$ cat config.mk
export PLATFORM = sky130hd
export DESIGN_NAME = voice_mixer_flat
export DESIGN_NICKNAME = d
export VERILOG_FILES = /design/src/rtl/voice_mixer_pkg.sv /design/src/rtl/voice_mixer_if.sv /design/src/rtl/voice_mixer_sat_shift.sv /design/src/rtl/voice_mixer.sv /design/src/flat_wrapper.sv
export SDC_FILE = /design/constraint.sdc
export NUM_CORES = 2
export LEC_CHECK = 0
export ABC_AREA = 1
export BUFFER_PORTS_ARGS = -buffer_cell sky130_fd_sc_hd__clkbuf_2
export CAP_MARGIN = 20
export CORE_AREA = 4 4 414 416
export CTS_CLUSTER_SIZE = 8
export DETAILED_ROUTE_END_ITERATION = 6
export DIE_AREA = 0 0 418 420
export MAX_ROUTING_LAYER = met4
export PLACE_DENSITY = 0.53
export SLEW_MARGIN = 5
export SYNTH_ARGS = -nofsm -noshare
export SYNTH_HDL_FRONTEND = slang
export SYNTH_HIERARCHICAL = 1
export SYNTH_SLANG_ARGS = --single-unit
$ cat constraint.sdc
create_clock -name ctl_clk -period 7 [get_ports ctl_clk]
set_clock_uncertainty 0.1 [all_clocks]
set_input_delay 0.35 -clock ctl_clk [delete_from_list [all_inputs] [get_ports ctl_clk]]
set_output_delay 0.35 -clock ctl_clk [all_outputs]
set_load 0.05 [all_outputs]
$ cat src/rtl/voice_mixer_pkg.sv
`default_nettype none
// ============================================================================
// Package   : synth_mix_pkg
// Purpose   : Shared definitions for the voice mixer: FSM state encoding,
//             accumulator width helper and output saturation limits.
// Revision  : 1.0  initial release
// ============================================================================
package synth_mix_pkg;

    // FSM state encoding
    localparam logic [1:0] c_st_idle  = 2'd0;
    localparam logic [1:0] c_st_accum = 2'd1;
    localparam logic [1:0] c_st_scale = 2'd2;
    localparam logic [1:0] c_st_hold  = 2'd3;

    typedef enum logic [1:0] {
        S_IDLE  = c_st_idle,
        S_ACCUM = c_st_accum,
        S_SCALE = c_st_scale,
        S_HOLD  = c_st_hold
    } state_t;

    // Wide signed type used to compare the shifted sum against the output
    // limits independent of the accumulator and output widths.
    localparam int c_wide_w = 128;
    typedef logic signed [c_wide_w-1:0] wide_t;

    // Sum of NUM_UNITS products of C_WIDTH bits needs log2(NUM_UNITS) extra
    // bits to be overflow-free.
    function automatic int acc_width(input int c_width, input int num_units);
        return c_width + $clog2(num_units);
    endfunction

    // Largest positive value representable in out_width signed bits.
    function automatic wide_t sat_max(input int out_width);
        return (wide_t'(1) <<< (out_width - 1)) - wide_t'(1);
    endfunction

    // Most negative value representable in out_width signed bits.
    function automatic wide_t sat_min(input int out_width);
        return -(wide_t'(1) <<< (out_width - 1));
    endfunction

endpackage
`default_nettype wire

$ cat src/rtl/voice_mixer_if.sv
`default_nettype none
// ============================================================================
// Interface : voice_mixer_if
// Purpose   : Bundles the voice mixer's product input, frame control, sample
//             handshake and clip-flag signals.
//             products     - NUM_UNITS packed signed products, voice 0 in LSBs
//             voice_mask   - per-voice enable
//             start        - frame request
//             busy         - mixer not idle
//             sample_out   - saturated signed sample
//             sample_valid - sample_out holds a frame result
//             sample_ready - downstream accepts the sample
//             clip         - sticky saturation flag
//             clip_clear   - clears clip
//             Modport master drives the mixer, modport slave is the mixer.
// Revision  : 1.0  initial release
// ============================================================================
interface voice_mixer_if #(
    parameter int C_WIDTH   = 32,
    parameter int NUM_UNITS = 32,
    parameter int OUT_WIDTH = 16
) ();

    logic [C_WIDTH*NUM_UNITS-1:0] products;
    logic [NUM_UNITS-1:0]         voice_mask;
    logic                         start;
    logic                         busy;
    logic [OUT_WIDTH-1:0]         sample_out;
    logic                         sample_valid;
    logic                         sample_ready;
    logic                         clip;
    logic                         clip_clear;

    modport master (
        output products, voice_mask, start, sample_ready, clip_clear,
        input  busy, sample_out, sample_valid, clip
    );

    modport slave (
        input  products, voice_mask, start, sample_ready, clip_clear,
        output busy, sample_out, sample_valid, clip
    );

endinterface
`default_nettype wire

$ cat src/rtl/voice_mixer_sat_shift.sv
`default_nettype none
// ============================================================================
// Module    : sat_shift
// Purpose   : Combinational arithmetic right shift of the accumulator followed
//             by saturation to a signed OUT_WIDTH result.
//             i_acc       - signed accumulator
//             o_result    - shifted, saturated sample
//             o_saturated - high when o_result was clamped
// Revision  : 1.0  initial release
// ============================================================================
module sat_shift
    import synth_mix_pkg::*;
#(
    parameter int ACC_W     = 37,
    parameter int OUT_WIDTH = 16,
    parameter int OUT_SHIFT = 8
) (
    input  wire logic signed [ACC_W-1:0] i_acc,
    output logic [OUT_WIDTH-1:0]         o_result,
    output logic                         o_saturated
);

    localparam wide_t c_max = sat_max(OUT_WIDTH);
    localparam wide_t c_min = sat_min(OUT_WIDTH);

    logic signed [ACC_W-1:0] w_shifted;
    wide_t                   w_wide;

    assign w_shifted = i_acc >>> OUT_SHIFT;
    // Sign-extend so the limit comparison is width-independent.
    assign w_wide    = {{(c_wide_w-ACC_W){w_shifted[ACC_W-1]}}, w_shifted};

    always_comb begin
        o_result    = w_wide[OUT_WIDTH-1:0];
        o_saturated = 1'b0;
        if (w_wide > c_max) begin
            o_result    = c_max[OUT_WIDTH-1:0];
            o_saturated = 1'b1;
        end else if (w_wide < c_min) begin
            o_result    = c_min[OUT_WIDTH-1:0];
            o_saturated = 1'b1;
        end
    end

endmodule
`default_nettype wire

$ cat src/rtl/voice_mixer.sv
`default_nettype none
// ============================================================================
// Module    : voice_mixer
// Purpose   : Sums the per-voice products of the TDM multiplier into one
//             signed audio sample per frame. A start in IDLE snapshots the
//             product bus and voice mask, enabled voices are accumulated one
//             per cycle, the sum is shifted and saturated, and the sample is
//             held under a valid/ready handshake.
//             ctl_clk - clock
//             ctl_rst - synchronous active-high reset
//             bus     - voice_mixer_if.slave (products, mask, start, busy,
//                       sample handshake, clip flag)
//             Build option: define MIXER_CLIP_FLAG_EN to build the sticky
//             clip flag; otherwise clip is tied low and clip_clear ignored.
// Revision  : 1.0  initial release
// ============================================================================
module voice_mixer
    import synth_mix_pkg::*;
#(
    parameter int C_WIDTH   = 32,
    parameter int NUM_UNITS = 32,
    parameter int OUT_WIDTH = 16,
    parameter int OUT_SHIFT = 8
) (
    input  wire logic  ctl_clk,
    input  wire logic  ctl_rst,
    voice_mixer_if.slave bus
);

    localparam int ACC_W = acc_width(C_WIDTH, NUM_UNITS);
    localparam int IDX_W = $clog2(NUM_UNITS);
    localparam int EXT_W = ACC_W - C_WIDTH;
    localparam logic [IDX_W-1:0] c_last_idx = IDX_W'(NUM_UNITS - 1);

    state_t                            r_state;
    state_t                            w_state_next;
    logic [NUM_UNITS-1:0][C_WIDTH-1:0] r_snap;
    logic [NUM_UNITS-1:0]              r_mask;
    logic signed [ACC_W-1:0]           r_acc;
    logic [IDX_W-1:0]                  r_idx;
    logic [OUT_WIDTH-1:0]              r_sample;
    logic                              r_valid;
    logic                              r_busy;
    logic signed [ACC_W-1:0]           w_addend;
    logic [OUT_WIDTH-1:0]              w_sat_result;
    logic                              w_saturated;

    // ------------------------------------------------------------------
    // FSM
    // ------------------------------------------------------------------
    always_ff @(posedge ctl_clk) begin
        if (ctl_rst) begin
            r_state <= S_IDLE;
        end else begin
            r_state <= w_state_next;
        end
    end

    always_comb begin
        w_state_next = r_state;
        case (r_state)
            S_IDLE:  if (bus.start)          w_state_next = S_ACCUM;
            S_ACCUM: if (r_idx == c_last_idx) w_state_next = S_SCALE;
            S_SCALE:                          w_state_next = S_HOLD;
            S_HOLD:  if (bus.sample_ready)   w_state_next = S_IDLE;
            default:                          w_state_next = S_IDLE;
        endcase
    end

    // ------------------------------------------------------------------
    // Datapath
    // ------------------------------------------------------------------
    assign w_addend = r_mask[r_idx]
                    ? {{EXT_W{r_snap[r_idx][C_WIDTH-1]}}, r_snap[r_idx]}
                    : '0;

    sat_shift #(
        .ACC_W     (ACC_W),
        .OUT_WIDTH (OUT_WIDTH),
        .OUT_SHIFT (OUT_SHIFT)
    ) u_sat_shift (
        .i_acc       (r_acc),
        .o_result    (w_sat_result),
        .o_saturated (w_saturated)
    );

    always_ff @(posedge ctl_clk) begin
        if (ctl_rst) begin
            r_snap   <= '0;
            r_mask   <= '0;
            r_acc    <= '0;
            r_idx    <= '0;
            r_sample <= '0;
            r_valid  <= 1'b0;
            r_busy   <= 1'b0;
        end else begin
            // Registered so busy has no decode logic after the flop.
            r_busy <= (w_state_next != S_IDLE);
            case (r_state)
                S_IDLE: begin
                    if (bus.start) begin
                        r_snap <= bus.products;
                        r_mask <= bus.voice_mask;
                        r_acc  <= '0;
                        r_idx  <= '0;
                    end
                end
                S_ACCUM: begin
                    r_acc <= r_acc + w_addend;
                    // Power-of-two NUM_UNITS: wraps to 0 after the last voice.
                    r_idx <= r_idx + 1'b1;
                end
                S_SCALE: begin
                    r_sample <= w_sat_result;
                    r_valid  <= 1'b1;
                end
                S_HOLD: begin
                    if (bus.sample_ready) begin
                        r_valid <= 1'b0;
                    end
                end
                default: ;
            endcase
        end
    end

    // ------------------------------------------------------------------
    // Sticky clip flag
    // ------------------------------------------------------------------
`ifdef MIXER_CLIP_FLAG_EN
    logic r_clip;

    always_ff @(posedge ctl_clk) begin
        if (ctl_rst) begin
            r_clip <= 1'b0;
        end else if ((r_state == S_SCALE) && w_saturated) begin
            // A set takes priority over a simultaneous clear.
            r_clip <= 1'b1;
        end else if (bus.clip_clear) begin
            r_clip <= 1'b0;
        end
    end

    assign bus.clip = r_clip;
`else
    logic w_unused_clip;

    assign w_unused_clip = bus.clip_clear ^ w_saturated;
    assign bus.clip      = 1'b0;
`endif

    assign bus.sample_out   = r_sample;
    assign bus.sample_valid = r_valid;
    assign bus.busy         = r_busy;

endmodule
`default_nettype wire

$ cat src/flat_wrapper.sv
// flat-port wrapper written by rule: the top's interface ports become plain ports
module voice_mixer_flat import synth_mix_pkg::*;
#(
    parameter int C_WIDTH   = 32,
    parameter int NUM_UNITS = 32,
    parameter int OUT_WIDTH = 16,
    parameter int OUT_SHIFT = 8
)
  (ctl_clk, ctl_rst, bus_products, bus_voice_mask, bus_start, bus_sample_ready, bus_clip_clear, bus_busy, bus_sample_out, bus_sample_valid, bus_clip);
  voice_mixer_if #(.C_WIDTH(C_WIDTH), .NUM_UNITS(NUM_UNITS), .OUT_WIDTH(OUT_WIDTH)) bus_i ();
  input  wire logic ctl_clk;
  input  wire logic ctl_rst;
  input wire logic [$bits(bus_i.products)-1:0] bus_products;
  input wire logic [$bits(bus_i.voice_mask)-1:0] bus_voice_mask;
  input wire logic [$bits(bus_i.start)-1:0] bus_start;
  input wire logic [$bits(bus_i.sample_ready)-1:0] bus_sample_ready;
  input wire logic [$bits(bus_i.clip_clear)-1:0] bus_clip_clear;
  output wire logic [$bits(bus_i.busy)-1:0] bus_busy;
  output wire logic [$bits(bus_i.sample_out)-1:0] bus_sample_out;
  output wire logic [$bits(bus_i.sample_valid)-1:0] bus_sample_valid;
  output wire logic [$bits(bus_i.clip)-1:0] bus_clip;
  assign bus_i.products = bus_products;
  assign bus_i.voice_mask = bus_voice_mask;
  assign bus_i.start = bus_start;
  assign bus_i.sample_ready = bus_sample_ready;
  assign bus_i.clip_clear = bus_clip_clear;
  assign bus_busy = bus_i.busy;
  assign bus_sample_out = bus_i.sample_out;
  assign bus_sample_valid = bus_i.sample_valid;
  assign bus_clip = bus_i.clip;
  voice_mixer #(.C_WIDTH(C_WIDTH), .NUM_UNITS(NUM_UNITS), .OUT_WIDTH(OUT_WIDTH), .OUT_SHIFT(OUT_SHIFT)) u_core (.ctl_clk(ctl_clk), .ctl_rst(ctl_rst), .bus(bus_i));
endmodule
==> impl_metrics.py <==
metrics = {
    "outcome": {
        "status": "finished, violations left",
        "failing_checks": "design-rule violations",
    },
    "global_route": {
        "vias_in_the_first_global_route": 56700,
        "largest_net_degree_at_the_start_of_global_routing": 200,
        "wire_length_of_the_first_global_routing_pass_um": 378000,
        "grt_antenna_before_repair": 95,
        "gr-usage-all-layers_pct": 30.0,
        "overflow": 0,
    },
    "run": {
        "maxCapViolCount": 0,
    },
    "place": {
        "half_perimeter_wire_length_after_detailed_placement_um": 190000,
        "port_buffers": 1077,
        "gp_congestion": 0.941,
    },
    "clock_network": {
        "cts_tree": "done",
        "cts_buffers": 159,
        "clk_latency_ns": 0.79,
        "tritoncts_num_sinks": 1118,
        "clock_path_buffers": 3,
        "clkSlewWorstSetupHoldPaths_ns": 0.06,
        "cts-root-buf": "clkbuf_16",
        "post_cts.repair.setup_buffers": 0,
        "number_of_levels_in_the_clock_h_tree": 4,
    },
    "die": {
        "die_area_um2": 176000,
        "std_cell_rows": 150,
        "core_um2": 167000,
        "chipWidth_um": 418,
        "design.portCount": 1080,
        "floorplan.die.height_um": 420,
        "floorplan.initialDensity_pct": 29.7,
    },
    "power": {
        "powerDensity_nw_per_um2": 250,
        "static-leakage-power_nw": 30.1,
        "switching_power_mw": 5.42,
        "fraction_of_power_spent_switching_nets_pct": 30.4,
        "power.share.sequential_pct": 40.9,
        "p_int_mw": 12.4,
        "worst_ir_drop_vdd_mv": 0.215,
        "power.share.clock_pct": 40.4,
        "combPwrFrac_pct": 18.7,
    },
    "critical_path": {
        "regToRegStartpoint": "u_core/r_idx[1]",
        "critPathLaunchType": "register",
        "crit_path_end_kind": "register",
        "critPathLaunch": "u_core/r_idx[1]",
        "path_class": "reg -> reg",
        "crit_arrival_ns": 6.22,
        "crit_path_max_fanout": 92,
        "critical_path_required_ns": 7.52,
    },
    "detailed_routing": {
        "viasPerCell": 5.21,
        "initialDrtViolationCount": 5649,
        "remaining_drc_errors": 3,
        "detail_route.wirelength_um": 269000,
        "ant_nets": 0,
        "wl_met1_um": 110000,
        "routed.top_layer": "met4",
        "dr_wl_met3_um": 17000,
        "met2_wirelength_um": 123000,
        "drt_first_pass_iters": 7,
        "detail_route.wl_per_cell_um": 24.0,
        "vias": 58500,
    },
    "sta": {
        "post_route_fraction_of_the_period_consumed_by_the_critical_path_pct": 81.4,
        "fmax_mhz": 175,
        "setup_repair_after_global_routing_missed_its_margin": "false",
        "setup_viol_count_final": 0,
        "summed_negative_setup_slack_over_all_endpoints_ns": 0,
        "report.final.slew_viol_count": 0,
        "transition_time_at_the_pin_with_the_least_slew_margin_ns": 1.08,
        "max_slew_margin_pct": 27.1,
        "hold_viol": 0,
        "final.min_clock_period_ns": 5.70,
    },
    "logic_synthesis": {
        "yosys_warnings": 6,
        "synth.cell_area_um2": 49700,
        "synth.net_count": 8224,
        "netlist_instances": 7124,
        "mean_cell_area_of_the_mapped_netlist_um2": 6.98,
    },
    "finish": {
        "areaGrowthSynthToFinish_pct": 43.6,
        "drive_gt1_share_pct": 15.4,
        "fin_util_pct": 42.7,
        "finalNetCount": 9991,
    },
    "worst_hold_path": {
        "hp-start": "bus_products[601]",
        "min_path_type": "in -> reg",
    },
}
==> through the flow <==
stage                     setup slack, ns  std cells  hold slack [ns]  cell area (um^2)  total power [mW]
final                                1.30      11200           0.0503             71400              17.8
after floorplan                      3.76       7124            0.329             49700              8.93
after global routing                 1.20      11200           0.0301             71400              18.5
after detailed placement             1.51       9891            0.345             56300              10.2
after global placement               1.47       9890            0.341             56300              10.1
after CTS                            1.48      11100           0.0152             71200              17.9
==> path summary, 6_finish.rpt <==
check	endpoint	slack, ns	depth (start not counted)
setup / recovery	u_core/r_acc[31]	1.30	17
hold / removal	u_core/r_snap[601]	0.05	3
setup reg to reg	u_core/r_acc[31]	1.30	17
hold reg to reg	u_core/r_snap[767]	0.35	2
==> cell usage in the layout (no fill, tap or decap), drive strengths merged, types with 5 or more instances in the layout <==
cell type,instances
a21o,7
a21oi,131
a311oi,23
and3,22
buf,85
clkbuf,1249
clkinv,12
dfxtp,1118
diode,99
dlygate4sd3,1043
ha,38
inv,73
nand2,286
nand3,190
nand3b,7
nand4,5
nor2,2695
nor3,10
o211ai,32
o21a,7
o21ai,1620
o221ai,218
o22ai,30
or2,5
==> power groups by stage <==
stage               sequential [mW]  clock, mW  combinational [mW]
floorplan                      7.28          0                1.66
CTS                            7.27       7.32                3.28
detailed placement             7.40          0                2.78
global route                   7.34       7.57                3.63
global placement               7.38          0                2.75
finish                         7.29       7.20                3.33
==> final cells by class <==
class | instances | area [um^2]
clock inverters | 15 | 354
repair buffers | 2205 | 16800
diodes | 99 | 248
fillers | 17100 | 95800
multi-input cells | 5336 | 24500
clock buffers | 172 | 4090
inverters | 71 | 310
flip-flops and latches | 1118 | 22400
well taps | 2204 | 2760
==> registers in the layout, summed over array words and instances, names as in the netlist <==
| register | cells |
|---|---|
| u_core/r_idx | 5 |
| u_core/r_snap | 1024 |
| u_core/bus.busy | 1 |
| u_core/bus.sample_out | 16 |
| u_core/r_mask | 32 |
| u_core/bus.sample_valid | 1 |
| u_core/r_state | 2 |
| u_core/r_acc | 37 |
==> layer usage <==
layer  up-vias  GRT usage [%]
li1      27400              -
met4         0           19.5
met1     27500           36.4
met5         -              -
met3       822           4.84
met2      2673           46.3
==> critical path, stage by stage (launching register included) <==
cell      delay [ns]
dfxtp_4         0.51
inv_8           0.55
buf_4           0.40
o21ai_0         0.14
o221ai_1        0.64
nand3_1         0.44
and3_1          0.35
a311oi_1        0.24
ha_1            0.24
nand2_1         0.14
nor3_1          0.29
a21oi_1         0.16
o21ai_1         0.49
nand2_1         0.21
nand2_1         0.11
nand2_1         0.05
nand3_1         0.07
a21oi_1         0.06
==> repair_timing <==
item	in CTS	in global routing
endpoints found under the setup margin	0	0
gates resized for setup	0	0
endpoints found under the hold margin	1046	0
hold buffers	1043	0
No activity file was read; power rests on OpenSTA's default activity.
